--- src/rtl/vga_timing_gen.sv ---
// ============================================================================
// vga_timing_gen : VGA raster timing (640x480@60 default) with frame-locked
//                  snapshot of market data for tear-free display.
// Revision       : 1.0
// ============================================================================
`default_nettype none

module vga_timing_gen #(
  parameter int   H_VISIBLE = 640,
  parameter int   H_FRONT   = 16,
  parameter int   H_SYNC    = 96,
  parameter int   H_BACK    = 48,
  parameter int   V_VISIBLE = 480,
  parameter int   V_FRONT   = 10,
  parameter int   V_SYNC    = 2,
  parameter int   V_BACK    = 33,
  parameter logic SYNC_POL  = 1'b0
) (
  input  logic       clk_25mhz,
  input  logic       rst_n,
  input  logic [7:0] buy_price_in,
  input  logic [7:0] sell_price_in,
  input  logic [7:0] trade_count_in,
  input  logic [7:0] spread_in,
  input  logic       halt_in,
  output logic [9:0] h_cnt,
  output logic [9:0] v_cnt,
  output logic       video_on,
  output logic       hsync,
  output logic       vsync,
  output logic       frame_start,
  output logic [7:0] frame_cnt,
  output logic [7:0] buy_price,
  output logic [7:0] sell_price,
  output logic [7:0] trade_count,
  output logic [7:0] spread,
  output logic       halt_signal
);

  localparam int H_TOTAL = H_VISIBLE + H_FRONT + H_SYNC + H_BACK;
  localparam int V_TOTAL = V_VISIBLE + V_FRONT + V_SYNC + V_BACK;

  localparam logic [9:0] H_LAST   = 10'(H_TOTAL - 1);
  localparam logic [9:0] V_LAST   = 10'(V_TOTAL - 1);
  localparam logic [9:0] H_VIS    = 10'(H_VISIBLE);
  localparam logic [9:0] V_VIS    = 10'(V_VISIBLE);
  localparam logic [9:0] HS_START = 10'(H_VISIBLE + H_FRONT);
  localparam logic [9:0] HS_END   = 10'(H_VISIBLE + H_FRONT + H_SYNC);
  localparam logic [9:0] VS_START = 10'(V_VISIBLE + V_FRONT);
  localparam logic [9:0] VS_END   = 10'(V_VISIBLE + V_FRONT + V_SYNC);

  logic [9:0] h_nxt;
  logic [9:0] v_nxt;
  logic       h_wrap;
  logic       boundary;
  logic       video_nxt;
  logic       hsync_nxt;
  logic       vsync_nxt;

  // Decodes use the next counter values so every registered output lines up
  // with the h_cnt/v_cnt presented in the same cycle.
  always_comb begin
    h_wrap    = (h_cnt == H_LAST);
    boundary  = h_wrap && (v_cnt == V_LAST);
    h_nxt     = h_wrap ? 10'd0 : h_cnt + 10'd1;
    v_nxt     = v_cnt;
    if (h_wrap) begin
      v_nxt = (v_cnt == V_LAST) ? 10'd0 : v_cnt + 10'd1;
    end
    video_nxt = (h_nxt < H_VIS) && (v_nxt < V_VIS);
    hsync_nxt = ((h_nxt >= HS_START) && (h_nxt < HS_END)) ? SYNC_POL : ~SYNC_POL;
    vsync_nxt = ((v_nxt >= VS_START) && (v_nxt < VS_END)) ? SYNC_POL : ~SYNC_POL;
  end

  always_ff @(posedge clk_25mhz or negedge rst_n) begin
    if (!rst_n) begin
      h_cnt       <= 10'd0;
      v_cnt       <= 10'd0;
      video_on    <= 1'b0;
      hsync       <= ~SYNC_POL;
      vsync       <= ~SYNC_POL;
      frame_start <= 1'b0;
      frame_cnt   <= 8'd0;
      buy_price   <= 8'd0;
      sell_price  <= 8'd0;
      trade_count <= 8'd0;
      spread      <= 8'd0;
      halt_signal <= 1'b0;
    end else begin
      h_cnt       <= h_nxt;
      v_cnt       <= v_nxt;
      video_on    <= video_nxt;
      hsync       <= hsync_nxt;
      vsync       <= vsync_nxt;
      frame_start <= boundary;
      // Market data is captured only at the frame boundary so a frame never tears.
      if (boundary) begin
        frame_cnt   <= frame_cnt + 8'd1;
        buy_price   <= buy_price_in;
        sell_price  <= sell_price_in;
        trade_count <= trade_count_in;
        spread      <= spread_in;
        halt_signal <= halt_in;
      end
    end
  end

endmodule

`default_nettype wire
--- config.mk ---
export PLATFORM = sky130hd
export DESIGN_NAME = vga_timing_gen
export DESIGN_NICKNAME = d
export VERILOG_FILES = /design/src/rtl/vga_timing_gen.sv
export SDC_FILE = /design/constraint.sdc
export NUM_CORES = 1
export LEC_CHECK = 0
export CORE_UTILIZATION = 30
export CTS_CLUSTER_SIZE = 16
export DETAILED_ROUTE_END_ITERATION = 10
export PLACE_DENSITY = 0.53
export RECOVER_POWER = 25
export SETUP_SLACK_MARGIN = 0.15
export SYNTH_ARGS = -nofsm -noshare
export SYNTH_HDL_FRONTEND = slang
export SYNTH_SLANG_ARGS = --single-unit
--- constraint.sdc ---
create_clock -name clk_25mhz -period 3.5 [get_ports clk_25mhz]
set_input_delay 0.7 -clock clk_25mhz [delete_from_list [all_inputs] [get_ports clk_25mhz]]
set_output_delay 0.7 -clock clk_25mhz [all_outputs]
set_load 0.005 [all_outputs]
==> results of run 1 <==
==> per-layer routing <==
layer	vias up	GRT usage	share of wire
li1	1120	-	-
met2	97	0.213	0.44
met4	0	0.0574	0.013
met5	-	0	0
met3	10	0.0356	0.081
met1	1089	0.179	0.46
==> layout by cell type (no fill, tap or decap), types with 3 or more instances in the layout <==
cell type         n
o31ai_1           4
mux2_4           10
nand2_1          19
xor2_1            8
o21ai_0          13
nand2b_1          3
clkinv_2          4
xnor2_1           9
clkdlybuf4s50_1  98
nand4_1           5
nor2_1            9
dfrtp_1          63
clkbuf_8          9
or2_2             3
nor3_1            5
nand3_1          10
ha_1              4
nor4_1            7
mux2_2           25
a21oi_1           5
inv_1             6
==> worst max-delay path: cells and delay by family (launching register included) <==
kind                       cells  cell delay [ps]
adders and majority gates      1              130
buffers and inverters          1              100
DFF                            1              500
muxes                          1              410
and+or+nand+nor                3             1560
==> registers in the layout, indices dropped and copies added, names as in the netlist, 8 cells and up <==
register     count
trade_count      8
frame_cnt        8
sell_price       8
buy_price        8
v_cnt           10
h_cnt           10
spread           8
==> cell type report <==
cell class | count | area [um^2] | share of cell area
clock buffer | 10 | 128 | 0.0295
clock inverter | 6 | 35.0 | 0.00811
inverter | 6 | 22.5 | 0.00521
multi-input combinational | 171 | 1330 | 0.309
sequential | 65 | 1630 | 0.377
tap | 133 | 166 | 0.0385
timing repair buffer | 102 | 1010 | 0.233
==> cell families after synthesis <==
kind of cell,Yosys count
compound gates,39
xor+xnor,17
fa+ha+maj,4
buf+inv,18
flops,65
mux,35
simple gates,76
==> power breakdown <==
part           total (uW)  internal, uW  switching (uW)  leakage (uW)
Clock                 537           252             285     0.0000818
Sequential            751           751               0      0.000882
Combinational        51.9          32.9            19.1      0.000882
==> through the flow <==
stage          utilization  hold WS [ps]  cell area [um^2]  setup slack, ps  std cells
6_report             0.438           482              4320              655        493
5_1_grt              0.438           521              4320              512        493
4_1_cts              0.438           486              4320              643        493
3_5_place_dp         0.422           475              4160              643        477
3_3_place_gp         0.422           461              4160              719        477
2_1_floorplan            -           404              3080              934        254
==> worst max path at each step <==
stage | start | end | cells after the start
2_1_floorplan | v_cnt[0] | buy_price[0] | 10
3_3_place_gp | v_cnt[1] | spread[5] | 6
3_5_place_dp | v_cnt[1] | trade_count[5] | 6
4_1_cts | v_cnt[1] | spread[4] | 6
5_1_grt | v_cnt[0] | spread[2] | 6
6_report | v_cnt[0] | trade_count[4] | 6
==> results.md, run 1 <==
* Status: complete, but fails checks
* Failing checks: max-capacitance violations, max-slew violations
* Cell Chain, Critical Path: inv_1, ha_1, or4b_4, or4_4, nor2_8, mux2_2
* Reg-to-Reg Start: v_cnt[0]
* CTS root buffer: clkbuf_8
* Yosys warns at 0
* Core outline area at 9860 um^2
* Critical path startpoint category: flip-flop
* Synth Cell Area at 3080 um^2
* Latest clock arrival within the worst-skew pair at 330 ps
* # fillers at 933
* Lkg Pwr at 0.00185 uW
* Cell taking the most area after synthesis: dfrtp_1
* Site row count at 36
* Worst path max stage delay at 570 ps
* R2R Setup Slk at 660 ps
* Reg2reg end: trade_count[4]
* Routed len/inst at 14.5 um
* Share of the synthesized area in the top cell type at 0.512
* Post-synth EDFFs at 0
* Power Density at 310 nW/um^2
* Avg Inst Size Synth at 12.1 um^2
* CP max FO at 39
* TritonCTS clock tree: yes
* Tcrit/Tclk final at 0.813
* Total negative slack at 0 ps
* Diodes inserted at 0
* Remaining DRCs at 0
* WHS Endpoint: frame_cnt[7]
* Worst vdd ir at 0.181 mV
* Clock-pin slew on the worst setup and hold paths at 70 ps
* Final Hold Viols at 0
* CP required at 3710 ps
* Number of setup buffers added after CTS at 0
* Ys flop type: dfrtp_1
* Via count at 2316
* Die Height at 103 um
* Port buffer count at 99
* Syn_nets at 293
* Largest family of logic cells by synthesized area: simple AND/OR/NAND/NOR gates
* Pins Over Slew Limit at 66
* Cts repair resizes at 0
* Compound-cell area share of the yosys netlist at 0.0842
* Cell count after synthesis at 254
* Largest net degree at the start of global routing at 66
* # setup viols final at 0
* Die width at 103 um
* Synth Area in XOR/XNOR at 0.0484
* Register-to-Register Path Depth at 6
* Synth area leaders: dfrtp_1 51%, mux2_2 9.2%, mux2_4 4.9%, xnor2_1 2.6%, nand2_1 2.3%
* Cts hold-fix bufs at 0
* Total CTS buffers at 9
* Sinks on Clock Net at 65
* Initial Util at 0.312
* Worst Hold Depth at 1
* Clock buffer depth at 2
* Mux contribution to synthesized area at 0.140
* Worst rel slew slack at -0.0613
* Initial DRC count at 64
* CTS H-tree depth at 3
* Most frequent cell after synthesis: dfrtp_1
* Layout cell share with drive strength beyond 1 at 0.175
* Gr usage total at 0.136
* # IOs at 100
* Die Area at 10700 um^2
* Total power at 1340 uW
* GPL Wtd Cong at 0.862
* Initial antenna violation count at 0
* Routed WL at 7150 um
* Global route overflow at 0
* #FFs+latches synth at 65
* ANT nets after route at 0
* Detailed placer's ending HPWL at 4970 um
* Global-route wire length before repair at 11100 um
* Fin nets at 394
* Vias per cell at 4.70
* Worst path slowest cell: nor2_8
* Worst slew pin tran at 1590 ps
* Tightest Hold Check Type: flip-flop to flip-flop
* Synth-to-Final Area Change at 40.4%
* Unrepaired setup endpoints after global routing: false
* Asr flop ratio synth at 1.00
* Adder-cell share of the synthesized area at 0.0163
* Critical path class: flip-flop to flip-flop
* Max cap viols at 1
* Synth cell types at 50
* Worst setup EP type: flip-flop
* First-pass detailed-route iteration total at 6
* Maximum clock frequency at 0.352 GHz
* HP Start: frame_cnt[7]
* Setup Skew at 7.78 ps
* Worst path arrival time at 3050 ps
* Vias in the first global route at 2205
* Most common library cells after synthesis: 63 x dfrtp_1, 25 x mux2_2, 19 x nand2_1, 13 x o21ai_0
* Final min period at 2840 ps
* Sequential area share after synthesis at 0.529
* Post-Synth Simple-Gate Area at 0.144
Power figures use the tool's default switching activity.
==> run 2: changes to the inputs <==
--- a/config.mk
+++ b/config.mk
@@ -8,7 +8,7 @@
 export CORE_UTILIZATION = 30
 export CTS_CLUSTER_SIZE = 16
 export DETAILED_ROUTE_END_ITERATION = 10
-export PLACE_DENSITY = 0.53
+export PLACE_DENSITY = 0.55
 export RECOVER_POWER = 25
 export SETUP_SLACK_MARGIN = 0.15
 export SYNTH_ARGS = -nofsm -noshare
==> constraint.sdc (replaced) <==
create_clock -name clk_25mhz -period 2.3 [get_ports clk_25mhz]
set_input_delay 0.46 -clock clk_25mhz [delete_from_list [all_inputs] [get_ports clk_25mhz]]
set_output_delay 0.46 -clock clk_25mhz [all_outputs]
set_load 0.005 [all_outputs]
==> results.md, run 2 (same netlist as run 1, synthesis figures left out) <==
* Diodes inserted at 0 (unchanged)
* Fin cells at 519 (was 493)
* Sinks on Clock Net at 65 (unchanged)
* Die Area at 10700 um^2 (unchanged)
* Power Density at 485 nW/um^2 (was 310 nW/um^2)
* Layout cell share with drive strength beyond 1 at 0.267 (was 0.175)
* CTS root buffer: clkbuf_8 (unchanged)
* Total power at 2320 uW (was 1340 uW)
* Gr usage total at 0.140 (was 0.136)
* Register-to-Register Path Depth at 7 (was 6)
* Worst rel slew slack at -0.0723 (was -0.0613)
* Routed WL at 7440 um (was 7150 um)
* CP required at 2520 ps (was 3710 ps)
* Tightest Hold Check Type: flip-flop to flip-flop (unchanged)
* Commonest non-fill, non-tap cell in the layout: clkdlybuf4s50_1 (unchanged)
* Reg-to-Reg Start: v_cnt[1] (was v_cnt[0])
* GPL Wtd Cong at 0.793 (was 0.862)
* Place WS at 17.7 ps (was 643 ps)
* Vias per cell at 4.71 (was 4.70)
* Initial antenna violation count at 0 (unchanged)
* Setup ws final at -4.10 ps (was 655 ps)
* Vias in the first global route at 2313 (was 2205)
* Pins Over Slew Limit at 30 (was 66)
* Total negative slack at -11.2 ps (was 0 ps)
* Worst setup EP type: flip-flop (unchanged)
* Remaining DRCs at 0 (unchanged)
* FF/Latch Area at 1630 um^2 (unchanged)
* R2R Setup Slk at -4 ps (was 660 ps)
* Fin nets at 420 (was 394)
* Largest net degree at the start of global routing at 32 (was 66)
* Tcrit/Tclk final at 1.00 (was 0.813)
* Via count at 2442 (was 2316)
* Port buffer count at 99 (unchanged)
* Synth-to-Final Area Change at 55.4% (was 40.4%)
* Cts hold-fix bufs at 0 (unchanged)
* First-pass detailed-route iteration total at 4 (was 6)
* HP Start: frame_cnt[7] (unchanged)
* Core outline area at 9860 um^2 (unchanged)
* Worst vdd ir at 0.239 mV (was 0.181 mV)
* Final Hold Viols at 0 (unchanged)
* Clock-pin slew on the worst setup and hold paths at 80 ps (was 70 ps)
* ANT nets after route at 0 (unchanged)
* Site row count at 36 (unchanged)
* Cells after DPL at 497 (was 477)
* Reg2reg end: buy_price[7] (was trade_count[4])
* Die Height at 103 um (unchanged)
* Initial Util at 0.312 (unchanged)
* Lkg Pwr at 0.00205 uW (was 0.00185 uW)
* # fillers at 879 (was 933)
* Critical path class: flip-flop to flip-flop (unchanged)
* Footprint of the multi-input gates at 1490 um^2 (was 1330 um^2)
* Failing checks: max-capacitance violations, max-slew violations, negative setup slack (was max-capacitance violations, max-slew violations)
* Commonest cells after routing, fill and taps aside: 98 x clkdlybuf4s50_1, 63 x dfrtp_1, 25 x mux2_4 (was 98 x clkdlybuf4s50_1, 63 x dfrtp_1, 25 x mux2_2)
* # IOs at 100 (unchanged)
* Unrepaired setup endpoints after global routing: true (was false)
* Clock buffer depth at 2 (unchanged)
* Die width at 103 um (unchanged)
* CTS H-tree depth at 3 (unchanged)
* Critical path startpoint category: flip-flop (unchanged)
* Global route overflow at 0 (unchanged)
* Latest clock arrival within the worst-skew pair at 340 ps (was 330 ps)
* WHS at 474 ps (was 482 ps)
* Routed len/inst at 14.3 um (was 14.5 um)
* TritonCTS clock tree: yes (unchanged)
* WHS Endpoint: frame_cnt[7] (unchanged)
* Maximum clock frequency at 0.434 GHz (was 0.352 GHz)
* Global-route wire length before repair at 11400 um (was 11100 um)
* Max cap viols at 1 (unchanged)
* Worst Hold Depth at 1 (unchanged)
* Worst slew pin tran at 1610 ps (was 1590 ps)
* Detailed placer's ending HPWL at 5320 um (was 4970 um)
* CP max FO at 19 (was 39)
* # setup viols final at 4 (was 0)
* Status: complete, but fails checks (unchanged)
* Total CTS buffers at 9 (unchanged)
* Initial DRC count at 71 (was 64)
* Worst path arrival time at 2520 ps (was 3050 ps)
* Setup Skew at 14.9 ps (was 7.78 ps)
* Final min period at 2300 ps (was 2840 ps)
* Largest regs: h_cnt x10, v_cnt x10 (unchanged)
run 2: how the worst max path moves through the flow:
stage               startpoint        endpoint  cells past startpoint  slack (ps)
floorplan             v_cnt[0]    buy_price[0]                     10        -210
global placement      v_cnt[0]       spread[3]                      7          50
detailed placement    v_cnt[0]  trade_count[7]                      7          20
CTS                   v_cnt[0]       spread[0]                      7           4
global route          v_cnt[1]     halt_signal                      7         -70
finish                v_cnt[1]    buy_price[7]                      7          -4
run 2: layer usage:
| metal | vias up | track usage | wire [um] |
|---|---|---|---|
| li1 | 1170 | - | - |
| met1 | 1192 | 0.184 | 3470 |
| met2 | 71 | 0.229 | 3500 |
| met3 | 9 | 0.0336 | 380 |
| met4 | 0 | 0.0455 | 93 |
| met5 | - | 0 | 0 |
run 2: power breakdown:
part | total [uW] | switching (uW) | leakage (uW) | internal [uW]
Sequential | 1140 | 0 | 0.000882 | 1140
Clock | 1090 | 450 | 0.000109 | 641
Combinational | 83.9 | 30.2 | 0.00106 | 53.7
Total | 2320 | 481 | 0.00205 | 1840
run 2: critical path, cell delays in order (launching register included):
cell     delay [ps]
dfrtp_1         400
inv_2            80
ha_4            110
or4b_4          450
or4_4           480
nor2_8          140
buf_12          180
mux2_2          350
run 2: layout make-up:
type	count	share of cell area
flip-flops and latches	65	0.341
multi-input cells	171	0.311
repair buffers	128	0.262
well taps	133	0.0348
clock buffers	10	0.0288
clock inverters	6	0.0186
inverters	6	0.00471
run 2: metrics by stage:
stage	instance area [um^2]	utilization
after floorplan	3100	-
after global placement	4350	0.441
after detailed placement	4350	0.441
after CTS	4590	0.465
after global routing	4780	0.485
final	4780	0.485
run 2: repair_timing:
| item | 4_1_cts | 5_1_grt |
|---|---|---|
| endpoints found under the setup margin | 39 | 45 |
| buffers inserted | 0 | 6 |
| pin swaps | 1 | 5 |
| gates resized for setup | 3 | 34 |
==> run 3: changes to the inputs <==
--- a/config.mk
+++ b/config.mk
@@ -5,10 +5,12 @@
 export SDC_FILE = /design/constraint.sdc
 export NUM_CORES = 1
 export LEC_CHECK = 0
+export CORE_MARGIN = 1.5
 export CORE_UTILIZATION = 30
 export CTS_CLUSTER_SIZE = 16
 export DETAILED_ROUTE_END_ITERATION = 10
-export PLACE_DENSITY = 0.55
+export DONT_BUFFER_PORTS = 1
+export PLACE_DENSITY = 0.42
 export RECOVER_POWER = 25
 export SETUP_SLACK_MARGIN = 0.15
 export SYNTH_ARGS = -nofsm -noshare
==> results.md, run 3 (same netlist as run 1, synthesis figures left out) <==
* Site row count at 36 (unchanged)
* CTS H-tree depth at 3 (unchanged)
* Tightest Hold Check Type: input pin to flip-flop (was flip-flop to flip-flop)
* CP required at 2520 ps (about the same)
* Core outline area at 9860 um^2 (unchanged)
* CP delay by family, top: simple AND/OR/NAND/NOR gates (unchanged)
* Global route overflow at 0 (unchanged)
* Final core utilization at 0.380 (was 0.485)
* Largest regs: h_cnt x10, v_cnt x10 (unchanged)
* Initial DRC count at 79 (was 71)
* Port buffer count at 0 (was 99)
* Layout cell share with drive strength beyond 1 at 0.348 (was 0.267)
* Reg2reg end: sell_price[0] (was buy_price[7])
* Sinks on Clock Net at 65 (unchanged)
* Worst path bufs/invs at 2 (unchanged)
* Via count at 2096 (was 2442)
* Final min period at 2330 ps (was 2300 ps)
* Critical path class: flip-flop to flip-flop (unchanged)
* Setup ws final at -25.9 ps (was -4.10 ps)
* CP max FO at 11 (was 19)
* Clock-pin slew on the worst setup and hold paths at 80 ps (about the same)
* Worst path max stage delay at 470 ps (was 480 ps)
* Final Hold Viols at 0 (unchanged)
* Detailed placer's ending HPWL at 4930 um (was 5320 um)
* Die Area at 10900 um^2 (was 10700 um^2)
* Global-route wire length before repair at 11500 um (was 11400 um)
* Clk pwr share at 0.464 (was 0.471)
* Combinational share of power at 0.011 (was 0.036)
* Status: complete, but fails checks (unchanged)
* WHS Endpoint: trade_count[5] (was frame_cnt[7])
* Worst path arrival time at 2550 ps (was 2520 ps)
* Initial antenna violation count at 0 (unchanged)
* Initial Util at 0.312 (unchanged)
* Worst path slowest cell: or4_4 (unchanged)
* Fin nets at 330 (was 420)
* Seq pwr share at 0.525 (was 0.493)
* Pins Over Slew Limit at 0 (was 30)
* Tcrit/Tclk final at 1.01 (was 1.00)
* Worst vdd ir at 0.238 mV (was 0.239 mV)
* Internal Power at 1680 uW (was 1840 uW)
* Reg-to-Reg Start: v_cnt[0] (was v_cnt[1])
* # fillers at 966 (was 879)
* # setup viols final at 20 (was 4)
* Clock buffer depth at 2 (unchanged)
* Commonest non-fill, non-tap cell in the layout: dfrtp_1 (was clkdlybuf4s50_1)
* Critical path startpoint category: flip-flop (unchanged)
* Largest net degree at the start of global routing at 66 (was 32)
* Failing checks: negative setup slack (was max-capacitance violations, max-slew violations, negative setup slack)
* TritonCTS clock tree: yes (unchanged)
* Diodes inserted at 0 (unchanged)
* Total CTS buffers at 9 (unchanged)
* Worst Hold Depth at 1 (unchanged)
* Worst setup EP type: flip-flop (unchanged)
* Power Density at 580 nW/um^2 (was 485 nW/um^2)
* Footprint of the multi-input gates at 1410 um^2 (was 1490 um^2)
* Commonest cells after routing, fill and taps aside: 63 x dfrtp_1, 33 x buf_4, 25 x mux2_4 (was 98 x clkdlybuf4s50_1, 63 x dfrtp_1, 25 x mux2_4)
* ANT nets after route at 0 (unchanged)
* Maximum clock frequency at 0.430 GHz (was 0.434 GHz)
* Max cap viols at 0 (was 1)
* # IOs at 100 (unchanged)
* Net Sw Frac at 0.229 (was 0.207)
* Vias per cell at 4.89 (was 4.71)
* Setup Skew at 11.1 ps (was 14.9 ps)
* Synth-to-Final Area Change at 21.9% (was 55.4%)
* Gr usage total at 0.136 (was 0.140)
* NetSw at 499 uW (was 481 uW)
* First-pass detailed-route iteration total at 4 (unchanged)
* Unrepaired setup endpoints after global routing: true (unchanged)
* Die width at 104 um (was 103 um)
* R2R Setup Slk at -30 ps (was -4 ps)
* Latest clock arrival within the worst-skew pair at 340 ps (about the same)
* Worst rel slew slack at 0.0211 (was -0.0723)
* Lkg Pwr at 0.00171 uW (was 0.00205 uW)
* WHS at 258 ps (was 474 ps)
* Register-to-Register Path Depth at 7 (unchanged)
* Remaining DRCs at 0 (unchanged)
* CTS root buffer: clkbuf_8 (unchanged)
* HP Start: trade_count_in[5] (was frame_cnt[7])
* Die Height at 104 um (was 103 um)
* FF/Latch Area at 1630 um^2 (unchanged)
* Worst slew pin tran at 1470 ps (was 1610 ps)
* GPL Wtd Cong at 0.732 (was 0.793)
* Routed len/inst at 16.9 um (was 14.3 um)
* Vias in the first global route at 2077 (was 2313)
* Cell Chain, Critical Path: inv_2, ha_1, or4b_4, or4_4, nor2_8, clkbuf_16, mux2_4 (was inv_2, ha_4, or4b_4, or4_4, nor2_8, buf_12, mux2_2)
* Routed WL at 7240 um (was 7440 um)
run 3: changes by cell type in the layout (fill, tap and decap cells not counted), moves of 2 or more:
cell	delta
nor4_1	+2
buf_12	-2
ha_1	+2
clkdlybuf4s50_1	-98
nor4_2	-2
clkbuf_1	-2
buf_4	+12
ha_4	-2
buf_6	-3
run 3: final cells by class:
cell class                      count  area share
Sequential cell                    65       0.434
Tap cell                          133      0.0444
Clock inverter                      6      0.0177
Multi-Input combinational cell    171       0.376
Inverter                            6     0.00601
Clock buffer                       10      0.0367
Timing Repair Buffer               38      0.0851
run 3: worst max-delay path by stage:
stage	startpoint	cells past startpoint	end	slack, ps
CTS	v_cnt[0]	7	trade_count[7]	-30
finish	v_cnt[0]	7	sell_price[0]	-30
floorplan	v_cnt[0]	10	buy_price[0]	-210
global placement	v_cnt[0]	7	spread[0]	20
global route	v_cnt[0]	7	buy_price[1]	-90
detailed placement	v_cnt[0]	7	trade_count[7]	-7
run 3: per-stage QoR:
| stage | setup TNS [ps] | instance area, um^2 | setup slack, ps | power, uW | instances |
|---|---|---|---|---|---|
| final | -303 | 3750 | -25.9 | 2180 | 429 |
| after global routing | -2160 | 3750 | -89.8 | 2270 | 429 |
| after CTS | -271 | 3690 | -30.5 | 2230 | 427 |
| after detailed placement | -25.1 | 3400 | -6.88 | 1170 | 406 |
| after global placement | 0 | 3400 | 22.9 | 1170 | 406 |
| after floorplan | -5380 | 3100 | -207 | 1170 | 254 |
run 3: per-layer routing:
layer / part of all wire / global-route usage / wire length [um]
met1: 0.47 / 0.177 / 3380
met2: 0.45 / 0.197 / 3290
met3: 0.068 / 0.0608 / 492
met4: 0.010 / 0.0476 / 72
met5: 0 / 0 / 0
run 3: timing repair:
| item | in CTS | in global routing |
|---|---|---|
| endpoints found under the setup margin | 39 | 44 |
| hold buffers | 2 | 0 |
| pin swaps | 2 | 1 |
| cloned | 0 | 1 |
| buffers inserted | 3 | 1 |
| hold endpoints to repair | 65 | 0 |
| gates resized for setup | 7 | 12 |
run 3: power groups by stage:
stage	sequential, uW	clock [uW]	combinational (uW)
after floorplan	1160	0	0.740
after global placement	1160	0	0.740
after detailed placement	1160	0	0.740
after CTS	1140	1050	32.4
after global routing	1140	1100	29.9
final	1140	1010	24.9
